File: config.mk
export PLATFORM = sky130hd
export DESIGN_NAME = tree_coeff_memory_flat
export DESIGN_NICKNAME = d
export VERILOG_FILES = /design/src/rtl/tree_coeff_memory_if.sv /design/src/rtl/tree_coeff_memory.sv /design/src/flat_wrapper.sv
export SDC_FILE = /design/constraint.sdc
export NUM_CORES = 1
export LEC_CHECK = 0
export BUFFER_PORTS_ARGS = -buffer_cell sky130_fd_sc_hd__buf_2
export CAP_MARGIN = 0
export CORE_UTILIZATION = 31
export CTS_BUF_LIST = sky130_fd_sc_hd__clkbuf_8
export DETAILED_ROUTE_END_ITERATION = 8
export GPL_TIMING_DRIVEN = 0
export HOLD_SLACK_MARGIN = 0.1
export SYNTH_ARGS = -nofsm -noshare
export SYNTH_HDL_FRONTEND = slang
export SYNTH_SLANG_ARGS = --single-unit
File: constraint.sdc
create_clock -name clk -period 4.09 [get_ports clk]
set_clock_uncertainty 0.1 [all_clocks]
set_input_delay 0.818 -clock clk [delete_from_list [all_inputs] [get_ports clk]]
set_output_delay 0.818 -clock clk [all_outputs]
set_load 0.02 [all_outputs]
File: src/rtl/tree_coeff_memory_if.sv
// ---------------------------------------------------------------------------
// tree_coeff_memory_if
//
// Bus bundle for the decision-tree coefficient store: a write port used by the
// host loader and a multi-channel arbitrated read port used by the per-channel
// node evaluators.
//
// Signals:
//   wr_en, wr_addr, wr_data  - write strobe / address / node word
//   load                     - loader owns the memory, no read grants
//   rd_req[CHANNELS]         - per-channel read request (held until granted)
//   rd_addr[CHANNELS*AW]     - channel i address at [i*AW +: AW]
//   rd_gnt[CHANNELS]         - one-hot combinational grant
//   rd_valid[CHANNELS]       - one-hot registered data-valid
//   rd_data[W]               - registered read word
//
// Modports: master = loader/evaluator side, slave = memory side.
// ---------------------------------------------------------------------------
interface tree_coeff_memory_if #(
    parameter int WORDS           = 8,
    parameter int FEATURES        = 3,
    parameter int COEFF_BIT_DEPTH = 4,
    parameter int BIAS_BIT_DEPTH  = 10,
    parameter int CHANNELS        = 4
);
    localparam int AW = (WORDS > 1) ? $clog2(WORDS) : 1;
    localparam int W  = 2 + FEATURES + (FEATURES - 1) * COEFF_BIT_DEPTH + BIAS_BIT_DEPTH;

    logic                   wr_en;
    logic [AW-1:0]          wr_addr;
    logic [W-1:0]           wr_data;
    logic                   load;
    logic [CHANNELS-1:0]    rd_req;
    logic [CHANNELS*AW-1:0] rd_addr;
    logic [CHANNELS-1:0]    rd_gnt;
    logic [CHANNELS-1:0]    rd_valid;
    logic [W-1:0]           rd_data;

    modport master (
        output wr_en, wr_addr, wr_data, load, rd_req, rd_addr,
        input  rd_gnt, rd_valid, rd_data
    );

    modport slave (
        input  wr_en, wr_addr, wr_data, load, rd_req, rd_addr,
        output rd_gnt, rd_valid, rd_data
    );
endinterface

File: src/rtl/tree_coeff_memory.sv
// ---------------------------------------------------------------------------
// tree_coeff_memory
//
// Coefficient store for the decision-tree spike classifier. Holds WORDS node
// words of W bits ({child-present[2], one-hot unity position[FEATURES],
// coefficients, bias}, MSB first) and serves CHANNELS evaluators through a
// round-robin arbitrated read port with one cycle of latency.
//
// Ports:
//   clk    - single clock, rising edge
//   reset  - synchronous, active-low
//   bus    - tree_coeff_memory_if.slave (write port, load, read port)
//
// Never-written words read as zero after reset (per-word valid bitmap);
// out-of-range addresses read as zero and are ignored on write.
//
// Build option:
//   TREE_COEFF_MEM_FWD_EN - when defined, a read granted in the same cycle as
//   a write to the same address returns the write data (write-first). When
//   undefined the read returns the pre-write contents (read-first).
// ---------------------------------------------------------------------------
module tree_coeff_memory #(
    parameter int WORDS           = 8,
    parameter int FEATURES        = 3,
    parameter int COEFF_BIT_DEPTH = 4,
    parameter int BIAS_BIT_DEPTH  = 10,
    parameter int CHANNELS        = 4
) (
    input  logic                  clk,
    input  logic                  reset,
    tree_coeff_memory_if.slave    bus
);
    localparam int AW = (WORDS > 1) ? $clog2(WORDS) : 1;
    localparam int W  = 2 + FEATURES + (FEATURES - 1) * COEFF_BIT_DEPTH + BIAS_BIT_DEPTH;
    localparam int CW = (CHANNELS > 1) ? $clog2(CHANNELS) : 1;

    logic [W-1:0]        mem [WORDS];
    logic [WORDS-1:0]    vbit_reg;
    logic [CW-1:0]       rr_reg;
    logic [CW-1:0]       rr_next;
    logic [CHANNELS-1:0] rd_valid_reg;
    logic [W-1:0]        rd_data_reg;

    logic [CHANNELS-1:0] gnt;
    logic                gnt_any;
    logic [CW-1:0]       gnt_idx;
    logic [AW-1:0]       chan_addr [CHANNELS];
    logic [AW-1:0]       sel_addr;
    logic [W-1:0]        read_word;

    function automatic logic in_range(input logic [AW-1:0] a);
        return 32'(a) < 32'(WORDS);
    endfunction

    // Unpack the flat per-channel address bus.
    generate
        for (genvar gi = 0; gi < CHANNELS; gi++) begin : g_chan_addr
            assign chan_addr[gi] = bus.rd_addr[gi*AW +: AW];
        end
    endgenerate

    // Round-robin arbiter: scan channels starting at rr, first requester wins.
    // Reset and load both hold off every grant; requests simply stay pending.
    always_comb begin
        int c;
        gnt     = '0;
        gnt_any = 1'b0;
        gnt_idx = '0;
        c       = 0;
        if (reset && !bus.load) begin
            for (int k = 0; k < CHANNELS; k++) begin
                c = int'(rr_reg) + k;
                if (c >= CHANNELS) begin
                    c = c - CHANNELS;
                end
                if (!gnt_any && bus.rd_req[CW'(c)]) begin
                    gnt_any = 1'b1;
                    gnt_idx = CW'(c);
                end
            end
        end
        if (gnt_any) begin
            gnt[gnt_idx] = 1'b1;
        end
    end

    always_comb begin
        rr_next = rr_reg;
        if (gnt_any) begin
            rr_next = (gnt_idx == CW'(CHANNELS - 1)) ? '0 : gnt_idx + 1'b1;
        end
    end

    assign sel_addr = chan_addr[gnt_idx];

    // Word returned for the granted channel. Unwritten or out-of-range words
    // read as zero; the optional bypass makes a same-cycle write visible.
    always_comb begin
        read_word = '0;
        if (in_range(sel_addr) && vbit_reg[sel_addr]) begin
            read_word = mem[sel_addr];
        end
`ifdef TREE_COEFF_MEM_FWD_EN
        if (bus.wr_en && (bus.wr_addr == sel_addr) && in_range(sel_addr)) begin
            read_word = bus.wr_data;
        end
`endif
    end

    // Storage array: contents are never reset, validity lives in vbit_reg.
    always_ff @(posedge clk) begin
        if (bus.wr_en && in_range(bus.wr_addr)) begin
            mem[bus.wr_addr] <= bus.wr_data;
        end
    end

    always_ff @(posedge clk) begin
        if (!reset) begin
            vbit_reg <= '0;
        end else if (bus.wr_en && in_range(bus.wr_addr)) begin
            vbit_reg[bus.wr_addr] <= 1'b1;
        end
    end

    // Read pipeline register and arbitration pointer. rd_data holds its last
    // value on idle cycles so an evaluator may sample it late.
    always_ff @(posedge clk) begin
        if (!reset) begin
            rr_reg       <= '0;
            rd_valid_reg <= '0;
            rd_data_reg  <= '0;
        end else begin
            rr_reg       <= rr_next;
            rd_valid_reg <= gnt;
            if (gnt_any) begin
                rd_data_reg <= read_word;
            end
        end
    end

    assign bus.rd_gnt   = gnt;
    assign bus.rd_valid = rd_valid_reg;
    assign bus.rd_data  = rd_data_reg;
endmodule
File: src/flat_wrapper.sv
// flat-port wrapper written by rule: the top's interface ports become plain ports
module tree_coeff_memory_flat 
#(
    parameter int WORDS           = 8,
    parameter int FEATURES        = 3,
    parameter int COEFF_BIT_DEPTH = 4,
    parameter int BIAS_BIT_DEPTH  = 10,
    parameter int CHANNELS        = 4
)
  (clk, reset, bus_wr_en, bus_wr_addr, bus_wr_data, bus_load, bus_rd_req, bus_rd_addr, bus_rd_gnt, bus_rd_valid, bus_rd_data);
  tree_coeff_memory_if #(.WORDS(WORDS), .FEATURES(FEATURES), .COEFF_BIT_DEPTH(COEFF_BIT_DEPTH), .BIAS_BIT_DEPTH(BIAS_BIT_DEPTH), .CHANNELS(CHANNELS)) bus_i ();
  input  logic clk;
  input  logic reset;
  input wire logic [$bits(bus_i.wr_en)-1:0] bus_wr_en;
  input wire logic [$bits(bus_i.wr_addr)-1:0] bus_wr_addr;
  input wire logic [$bits(bus_i.wr_data)-1:0] bus_wr_data;
  input wire logic [$bits(bus_i.load)-1:0] bus_load;
  input wire logic [$bits(bus_i.rd_req)-1:0] bus_rd_req;
  input wire logic [$bits(bus_i.rd_addr)-1:0] bus_rd_addr;
  output wire logic [$bits(bus_i.rd_gnt)-1:0] bus_rd_gnt;
  output wire logic [$bits(bus_i.rd_valid)-1:0] bus_rd_valid;
  output wire logic [$bits(bus_i.rd_data)-1:0] bus_rd_data;
  assign bus_i.wr_en = bus_wr_en;
  assign bus_i.wr_addr = bus_wr_addr;
  assign bus_i.wr_data = bus_wr_data;
  assign bus_i.load = bus_load;
  assign bus_i.rd_req = bus_rd_req;
  assign bus_i.rd_addr = bus_rd_addr;
  assign bus_rd_gnt = bus_i.rd_gnt;
  assign bus_rd_valid = bus_i.rd_valid;
  assign bus_rd_data = bus_i.rd_data;
  tree_coeff_memory #(.WORDS(WORDS), .FEATURES(FEATURES), .COEFF_BIT_DEPTH(COEFF_BIT_DEPTH), .BIAS_BIT_DEPTH(BIAS_BIT_DEPTH), .CHANNELS(CHANNELS)) u_core (.clk(clk), .reset(reset), .bus(bus_i));
endmodule
== Word-level counts from Yosys, hierarchy flattened ==
Memory sizes are Yosys's and may differ from the RTL's.
Cells that the tools add are included.

* Register bits: 37
* Latch bits: 0
* Memory bits (writable): 184
* ROM bits: 0
* Output and inout bits: 31
* Logic and storage cells: 87
* Memories kept: 1

* Add/subtract/negate cells: 8
* Multiply operators: 0
* Div/mod/pow operators: 0
* $lt $le $gt $ge: 14
* Equal/unequal tests: 1
* Shift-type cells: 0
* Muxes and demuxes: 47
* Bitwise operators: 2
* Reductions and logical operators: 10

{| class="wikitable"
|+ Memory list
! memory !! words !! bits a word !! rd ports !! clocked after Yosys merged registers in !! write ports !! line !! RTL
|-
| u_core.mem || 8 || 23 || 1 || 0 || 1 || tree_coeff_memory.sv:37 || <nowiki>logic [W-1:0] mem [WORDS];</nowiki>
|}

{| class="wikitable"
|+ Operator list
! kind !! count
|-
| two-way mux 2 bit || 14
|-
| two-way mux 23 bit || 1
|-
| two-way mux 1 bit || 21
|-
| less-than comparator 2 x 4 -> 1 bit (second input constant) || 4
|-
| greater-or-equal comparator 3 bit (second input constant) || 4
|-
| binary-select mux 1 bit (select 2 bit) || 4
|-
| less-than comparator 3 x 4 -> 1 bit (second input constant) || 2
|-
| bitwise OR 8 bit || 1
|-
| subtractor 2 x 1 -> 2 bit (second input constant) || 4
|-
| adder 2 x 2 -> 3 bit (second input constant) || 2
|-
| binary-select mux 3 bit (select 2 bit) || 1
|-
| logical AND 1 bit || 6
|-
| two-way mux 3 bit || 2
|-
| zero test 1 bit || 4
|-
| two-way mux 4 bit || 1
|-
| adder 2 x 1 -> 3 bit (second input constant) || 1
|-
| binary-select mux 1 bit (select 3 bit) || 1
|-
| demux 1 bit (select 3 bit) || 1
|-
| greater-or-equal comparator 2 x 3 -> 1 bit (second input constant) || 1
|-
| greater-or-equal comparator 3 x 1 -> 1 bit (second input constant) || 1
|-
| less-than comparator 2 x 3 -> 1 bit (second input constant) || 1
|-
| inverter 2 -> 3 bit || 1
|-
| adder 2 x 1 -> 2 bit (second input constant) || 1
|-
| demux 1 bit (select 2 bit) || 1
|-
| other kinds (2) || 2
|}

== Longest topological paths before layout ==
Gate-level depths: netlist of the first run.

* Depth after elaboration: 27
* Depth in mapped cells: 12
* Mapped depth without buffers: 10

== Least setup slack after synthesis of the first run ==
OpenSTA, ideal clock, no wires.

* Path kind: input to register
* Start point: in bus_wr_addr[1]
* End point: mem u_core.mem[0][0] (netlist bit) (enable)
* Arrival: 2,651 ps
* Setup slack: 905 ps
* Stages: 2
* Path buffers: 0
* Cells stage by stage: nand2b_1 > nor3_1

{| class="wikitable"
|+ RTL lines
! item !! line !! RTL
|-
| start: declaration || flat_wrapper.sv:15 || <nowiki>input wire logic [$bits(bus_i.wr_addr)-1:0] bus_wr_addr;</nowiki>
|-
| end: declaration || tree_coeff_memory.sv:37 ||
|}

No word-level cell before the write port.

== Final worst setup path of the first run ==
* Start point: in bus_load
* End point: reg u_core.rd_data_reg[11], in the netlist u_core.bus.rd_data[11]

* Word-level cells in the longest chain between the ends: 10
* Elaborated cells between the ends (all ways): 12
* Classes of those cells: mux: 8; bitwise: 1; reduce/logical: 2; memory: 1

{| class="wikitable"
|+ RTL lines
! item !! line !! RTL
|-
| start: declaration || flat_wrapper.sv:17 || <nowiki>input wire logic [$bits(bus_i.load)-1:0] bus_load;</nowiki>
|-
| zero test 1 bit * || tree_coeff_memory.sv:70 || <nowiki>if (reset && !bus.load) begin</nowiki>
|-
| logical AND 1 bit * || tree_coeff_memory.sv:70 ||
|-
| two-way mux 2 bit || tree_coeff_memory.sv:70 ||
|-
| inverter 2 -> 3 bit (not written as such) || tree_coeff_memory.sv:94 || <nowiki>assign sel_addr = chan_addr[gnt_idx];</nowiki>
|-
| binary-select mux 3 bit (select 2 bit) || tree_coeff_memory.sv:94 ||
|-
| two-way mux 3 bit (not written as such) (2 in series) || tree_coeff_memory.sv:94 ||
|-
| binary-select mux 1 bit (select 3 bit) || tree_coeff_memory.sv:100 || <nowiki>if (in_range(sel_addr) && vbit_reg[sel_addr]) begin</nowiki>
|-
| two-way mux 1 bit (not written as such) || tree_coeff_memory.sv:100 ||
|-
| two-way mux 23 bit || tree_coeff_memory.sv:100 ||
|-
| end signal: assignment || tree_coeff_memory.sv:136 || <nowiki>rd_data_reg <= read_word;</nowiki>
|-
| end: declaration || tree_coeff_memory.sv:42 || <nowiki>logic [W-1:0] rd_data_reg;</nowiki>
|}

Every way passes the cells marked *; elsewhere a longest branch is shown, timed or not. The select of a mux whose other input is x is not followed.
A chain may end at the register's enable or synchronous reset.

==> run metrics, run 1 <==
final wirelength 21.2 mm; Synth cell types 41; Setup crit end kind flop; core area 0.0271 mm2; global-route wire length before repair 32.3 mm; routed length on met2 9.54 mm; Async SR Flop Fraction 0%; worst vdd ir ~180 uV; initial antenna violation count 2; H-tree levels 2; element type at the critical path start primary input; hpwl dp 13.1 mm; Final period util 86.1%; hold_sp u_core.bus.rd_data[18]; worst setup path category in -> reg; Worst Tran Pin Value between 0.9 and 1 ns; Synth Area per Inst 12.3 um2; DRT iter0 DRCs 442; Initial Util 31.7%; clk sinks between 200 and 250; CP Data Arrival Time 3.81 ns; worst-path fanout max 11; EDFF count, synth approximately 180; Reg2Reg Launch Point u_core.rr_reg[1]; Die H 168 um; vias in the first global route 5745; R2R cell count 10; width of the die 168 um; crit path time final 3.52 ns; status finished clean; Hold Crit Class reg -> reg; RR Endpoint u_core.bus.rd_data[11]; worst hold margin 0.342 ns; Setup Viol. Count Final 0; fraction of layout cells with a size suffix above 1 18.6%; num rows 60; gpl congestion about 0.75; Synth Cell Area 0.00859 mm2; CTS Buf Count 37; clk_lat worst skew 0.52 ns; area grow syn2layout 18.4%; DP Area 0.00954 mm2; Synth Register Bits ~220; DR pass1 iterations 5; max-slew violations 0; Area contributors post-synth edfxtp_1 64%, nand2_1 9.5%, dfxtp_1 8.6%; Combinational Power Share 10.4%; Nets 868; # diodes 0; drt wl/cell 17.4 um; metal3 WL around 1.2 mm; sequential cell area fraction in the yosys report between 70 and 80%; biggest area consumer among synthesized cells edfxtp_1; Synth warnings 0; CP required 4.38 ns; Seq pwr share approximately 54%; Ports 77; clock tree root buffer cell clkbuf_8; largest net degree at the start of global routing 25; CTS tree built; vias per inst approximately 4.8; max frequency 284 MHz; internal power 3.51 mW; Post-synth top flop edfxtp_1; cts repair resizes 0; # Post-CTS Setup Buffers 0; RSZ-0062 raised after global routing false; Max-Cap Viols 0; highest routed metal layer met5; Total GRT Usage between 10% and 20%; Syn Nets approximately 750; Detail Route Antenna Nets 0; PD cells 464 mW/mm2; Synth top area share between 60 and 70%; Die ar. 0.0284 mm2; Final Hold Violating Endpoints 0; port bufs 76; Non-Filler Cell Area, Final 0.0102 mm2; Critical Path Sink u_core.bus.rd_data[11]; switching portion of total power 25.7%; final global-route overflow total 0; Post-route DRC 0; slew margin rel. 35.8%; Max Root-Sink Buffers 3; Clk pin slew, worst setup/hold paths 0.07 ns; hold buffers post-CTS 0; fillers around 2600; Hold Path Stages 2; M1 WL 9.94 mm; clock share of power 35.6%; Cells after Synth 699; vias 5779; P_sw between 1 and 1.5 mW; number of flip-flops in the largest register 184; r2r setup slk 0.66 ns; Leak 3.72 nW; crit path from bus_load
==> worst min path at each step <==
stage,to
3_3_place_gp,u_core.bus.rd_data[22]
2_1_floorplan,u_core.vbit_reg[2]
6_report,u_core.bus.rd_data[18]
4_1_cts,u_core.bus.rd_data[15]
3_5_place_dp,u_core.bus.rd_data[15]
5_1_grt,u_core.bus.rd_data[2]
==> placed cells by master (no fill, tap or decap), drive strengths merged, types with 3 or more instances in the layout <==
master and count:
clkinv 7, inv 22, nor2b 4, and3 4, mux2i 5, and2 8
nand2 217, nand2b 6, dfxtp 37, ha 4, a211oi 6, o21ai 27
nand4 24, nand3 94, buf 101, nor2 12, clkinvlp 3, edfxtp 184
o21a 8, clkbuf 51
==> area by class of cell <==
cell class                      instances  area, um2  share of cell area (%)
Clock inverter                         28        116                    1.14
Clock buffer                           37        509                    5.01
Buffer                                 35        160                    1.58
Tap cell                              372        465                    4.58
Multi-Input combinational cell        439       2200                    21.7
Timing Repair Buffer                   80        433                    4.26
Inverter                                4       15.0                   0.148
Sequential cell                       221       6270                    61.6
==> critical path: stages <==
cell and delay [ns]:
buf_2 0.09, nand2b_1 0.19, nor2_1 0.36, nand4_1 0.22, buf_2 0.25, inv_1 0.15, mux2_2 0.38, nor2_1 0.37
clkbuf_1 0.56, nand3_1 0.15, nand4_1 0.16, o21ai_1 0.08
==> synth_stat cells, types with 3 or more instances <==
master,instances
a211oi_1,4
and2_1,8
and3_1,4
buf_2,20
clkbuf_1,14
dfxtp_1,37
edfxtp_1,184
ha_1,4
inv_1,3
mux2i_1,5
nand2_1,217
nand2b_1,6
nand3_1,94
nand4_1,24
nor2_1,12
nor2b_1,4
o21a_1,8
o21ai_0,3
o21ai_1,23
==> layer usage <==
layer | track usage [%] | vias up
met4 | 4.43 | 4
met1 | 21.2 | 2796
met3 | 2.99 | 36
met2 | 23.7 | 188
li1 | - | 2755
met5 | 0 | -
==> through the flow <==
stage	cells	setup TNS (ns)	worst slack, ns	power [mW]	util [%]
2_1_floorplan	699	0	0.905	2.88	-
3_3_place_gp	1147	-31.80	-0.708	3.07	34.8
3_5_place_dp	1151	0	0.0714	3.09	35.2
4_1_cts	1216	0	0.607	4.76	37.5
5_1_grt	1216	0	0.318	4.91	37.5
6_report	1216	0	0.568	4.72	37.5
==> cell families after synthesis <==
kind of cell	share of synthesized area (%)
flops	73.0
fa+ha+maj	0.583
simple gates	19.4
compound gates	4.27
mux	0.714
buf+inv	2.04
==> power groups by stage <==
| stage | Clock (mW) | Combinational [mW] | Sequential (mW) |
|---|---|---|---|
| global placement | 0 | 0.478 | 2.59 |
| floorplan | 0 | 0.264 | 2.61 |
| global route | 1.81 | 0.539 | 2.56 |
| finish | 1.68 | 0.489 | 2.55 |
| CTS | 1.72 | 0.495 | 2.55 |
| detailed placement | 0 | 0.494 | 2.60 |
(Power assumes the default switching activity.)
==> run 2, diff against run 1 <==
CTS_BUF_LIST = default   (was sky130_fd_sc_hd__clkbuf_8)
==> run metrics, run 2 (synthesis results as in run 1) <==
Combinational Power Share 9.9%; PD cells 484 mW/mm2; highest routed metal layer met5; setup slack after placement between 0.07 and 0.08 ns; Ports 77; max-slew violations 0; max frequency 283 MHz; crit path time final 3.53 ns; global-route wire length before repair 32.2 mm; element type at the critical path start primary input; Max-Cap Viols 0; CP Data Arrival Time 3.81 ns; Detail Route Antenna Nets 0; core area about 0.027 mm2; clk sinks 221; worst-path fanout max 11; clock share of power between 30% and 40%; metal3 WL around 1.5 mm; Final Hold Violating Endpoints 0; switching portion of total power 24.1%; hpwl dp 13.1 mm; final wirelength between 20 and 25 mm; worst hold margin roughly 0.34 ns; CTS tree built; routed length on met2 9.56 mm; Hold Crit Class reg -> reg; # diodes 0; Seq pwr share 51.5%; Leak 3.68 nW; Die H between 150 and 200 um; P_sw 1.19 mW; Post-route DRC 0; gpl congestion 0.746; Setup Viol. Count Final 0; slew margin rel. 36.6%; M1 WL 9.68 mm; Final period util 86.3%; vias per inst 4.76; most frequent cells in the layout 217 x nand2_1, 184 x edfxtp_1, 96 x buf_2; largest net degree at the start of global routing 25; Setup TNS Final 0 ns; DR pass1 iterations 5; Max Root-Sink Buffers 3; internal power roughly 3.8 mW; RSZ-0062 raised after global routing false; Die ar. 0.0284 mm2; final global-route overflow total 0; DRT iter0 DRCs about 500; vias approximately 5700; port bufs 76; CP required 4.38 ns; clk_lat worst skew 0.51 ns; area of the multi-input gates 0.00220 mm2; Clk pin slew, worst setup/hold paths around 0.06 ns; worst vdd ir 215 uV; final core utilization 37.7%; drt wl/cell between 15 and 20 um; initial antenna violation count 2; hold buffers post-CTS 0; H-tree levels 1; Nets 854; vias in the first global route between 5000 and 6000; num rows 60; Setup crit end kind flop; status finished clean; commonest non-fill, non-tap cell in the layout nand2_1; setup ws final roughly 0.56 ns; fraction of layout cells with a size suffix above 1 17.8%; fillers 2619; cts repair resizes 0; # Post-CTS Setup Buffers 0; worst setup path category in -> reg; Worst Tran Pin Value 0.948 ns; clock tree root buffer cell clkbuf_16; width of the die 168 um; Initial Util between 30% and 40%; CTS Buf Count 23; Total GRT Usage 15.0%; register area 0.00627 mm2; number of flip-flops in the largest register 184; area grow syn2layout 19.0%
[run 2: cell types whose count changed in the layout (fill, tap and decap cells not counted)]
cell	previous run	this run
clkinv_2	0	2
clkbuf_16	0	23
clkinvlp_4	3	1
inv_1	21	3
clkbuf_1	14	24
clkbuf_8	37	3
clkinv_1	7	2
[run 2: final cells by class]
type                       instances  area share (%)
timing repair buffer              80            4.24
clock inverter                     5           0.245
buffer                            35            1.57
sequential                       221            61.3
tap                              372            4.55
inverter                           4           0.147
clock buffer                      36            6.40
multi-input combinational        439            21.5
[run 2: metal layers]
metal	up-vias	global-route usage (%)
met5	-	0
met2	175	24.0
li1	2718	-
met1	2751	21.3
met3	28	2.61
met4	4	3.32
[run 2: final timing paths]
| path | end | slack (ns) | from | depth (start not counted) |
|---|---|---|---|---|
| min reg2reg | u_core.bus.rd_data[18] | 0.34 | u_core.bus.rd_data[18] | 2 |
| min | u_core.bus.rd_data[18] | 0.34 | u_core.bus.rd_data[18] | 2 |
| max | u_core.bus.rd_data[11] | 0.56 | bus_load | 12 |
| max reg2reg | u_core.bus.rd_data[11] | 0.64 | u_core.rr_reg[1] | 10 |
[run 2: critical path: stages]
cell and delay, ns:
buf_2 0.09, nand2b_1 0.19, nor2_1 0.36, nand4_1 0.22, buf_2 0.25, inv_1 0.15, mux2_2 0.39, nor2_1 0.37
clkbuf_1 0.56, nand3_1 0.15, nand4_1 0.17, o21ai_1 0.08
[run 2: through the flow]
step	instances	instance area, um2	power [mW]
6_report	1192	10200	4.95
5_1_grt	1192	10200	5.13
4_1_cts	1192	10200	4.99
3_5_place_dp	1151	9540	3.09
3_3_place_gp	1147	9430	3.07
2_1_floorplan	699	8590	2.88
[run 2: power by group through the flow]
stage	sequential (mW)	combinational (mW)	clock (mW)
floorplan	2.61	0.264	0
global placement	2.59	0.478	0
detailed placement	2.60	0.494	0
CTS	2.55	0.496	1.94
global route	2.55	0.539	2.04
finish	2.55	0.489	1.91
==> run 3, diff against run 2 <==
CTS_BUF_LIST = sky130_fd_sc_hd__clkbuf_16   (was default)
==> run metrics, run 3 (synthesis results as in run 1) <==
status finished clean; clk_lat worst skew 0.51 ns; commonest non-fill, non-tap cell in the layout nand2_1; Initial Util 31.7%; Nets 854; Ports 77; Crit-path slowest cell clkbuf_1; final global-route overflow total 0; PD cells 478 mW/mm2; fraction of layout cells with a size suffix above 1 17.4%; crit-path max cell delay 0.57 ns; vias between 5000 and 6000; CTS tree built; fillers 2622; max frequency roughly 280 MHz; port bufs 76; Worst Tran Pin Value 0.943 ns; CTS Buf Count 23; # Post-CTS Setup Buffers 0; crit path time final 3.53 ns; area grow syn2layout 18.7%; Detail Route Antenna Nets 0; Die ar. between 0.02 and 0.03 mm2; clock tree root buffer cell clkbuf_16; width of the die 168 um; max-slew violations 0; DR pass1 iterations 5; Leak 3.70 nW; worst vdd ir roughly 210 uV; CP required 4.37 ns; Max-Cap Viols 0; Final Total Pwr 4.87 mW; worst setup path category in -> reg; Setup crit end kind flop; Final period util 86.4%; Clk pin slew, worst setup/hold paths 0.06 ns; clk sinks 221; CP Cell Sequence buf_2, nand2b_1, nor2_1, nand4_1, buf_2, inv_1, mux2_2, nor2_1, clkbuf_1, nand3_1, nand4_1, o21ai_1; # diodes 0; number of flip-flops in the largest register roughly 180; global-route wire length before repair approximately 32 mm; Post-route DRC 0; cts repair resizes 0; num rows 60; Max Root-Sink Buffers 3; gpl congestion 0.746; final wirelength 21.0 mm; element type at the critical path start primary input; Final Hold Violating Endpoints 0; Die H 168 um; register area 0.00627 mm2; CP Data Arrival Time 3.82 ns; Hold Crit Class reg -> reg; vias in the first global route around 5600; slew margin rel. a little under two fifths; Total GRT Usage roughly 15%; area of the multi-input gates approximately 0.0022 mm2; largest net degree at the start of global routing 25; vias per inst 4.78; initial antenna violation count 2; Setup Viol. Count Final 0; hold buffers post-CTS 0; RSZ-0062 raised after global routing false; hpwl dp 13.1 mm; DRT iter0 DRCs 419; core area 0.0271 mm2; most frequent cells in the layout 217 x nand2_1, 184 x edfxtp_1, 96 x buf_2; Setup TNS Final 0 ns; drt wl/cell 17.7 um; H-tree levels 1; worst-path fanout max 11
run 3: cell types whose count changed in the layout (fill, tap and decap cells not counted):
| cell | previous run | this run |
|---|---|---|
| clkinv_1 | 2 | 5 |
| inv_1 | 3 | 13 |
| clkbuf_8 | 3 | 0 |
| clkbuf_1 | 24 | 14 |
run 3: path summary, 6_finish.rpt:
check / start / end / slack, ns / cells after the start
max reg2reg: u_core.rr_reg[1] / u_core.bus.rd_data[11] / 0.64 / 10
min: u_core.bus.rd_data[18] / u_core.bus.rd_data[18] / 0.34 / 2
max: bus_load / u_core.bus.rd_data[11] / 0.56 / 12
min reg2reg: u_core.bus.rd_data[18] / u_core.bus.rd_data[18] / 0.34 / 2
run 3: area by class of cell:
cell class / instances / share of cell area, %
repair buffers: 80 / 4.25
inverters: 4 / 0.147
well taps: 372 / 4.57
plain buffers: 35 / 1.57
clock inverters: 18 / 0.724
clock buffers: 23 / 5.65
multi-input cells: 439 / 21.6
flip-flops and latches: 221 / 61.5
run 3: per-stage QoR:
step                      instance area, um2  instances  util (%)  setup slack (ns)  hold slack, ns
after global routing                   10200       1192      37.6             0.292           0.363
after CTS                              10200       1192      37.6             0.587           0.347
after floorplan                         8590        699         -             0.905           0.341
final                                  10200       1192      37.6             0.558           0.341
after detailed placement                9540       1151      35.2            0.0714           0.338
after global placement                  9430       1147      34.8            -0.708           0.334
run 3: power by group:
part           switching (mW)  internal, mW  leakage, nW
registers              0.0258          2.52         1.97
logic                   0.347         0.142         1.38
clock network           0.819          1.01        0.353
total                    1.19          3.68         3.70
run 3: critical path: cells and delay by family:
| family | cells | cell delay, ns |
|---|---|---|
| simple gates | 6 | 1.46 |
| mux | 1 | 0.39 |
| compound gates | 1 | 0.08 |
| buf+inv | 4 | 1.06 |
run 3: routing by layer:
layer	part of all wire [%]	GRT usage, %	vias to the layer above
met4	1.3	3.32	4
met3	6.5	2.61	26
met5	0.076	0	-
met2	45	24.0	181
met1	47	21.2	2771
li1	-	-	2718
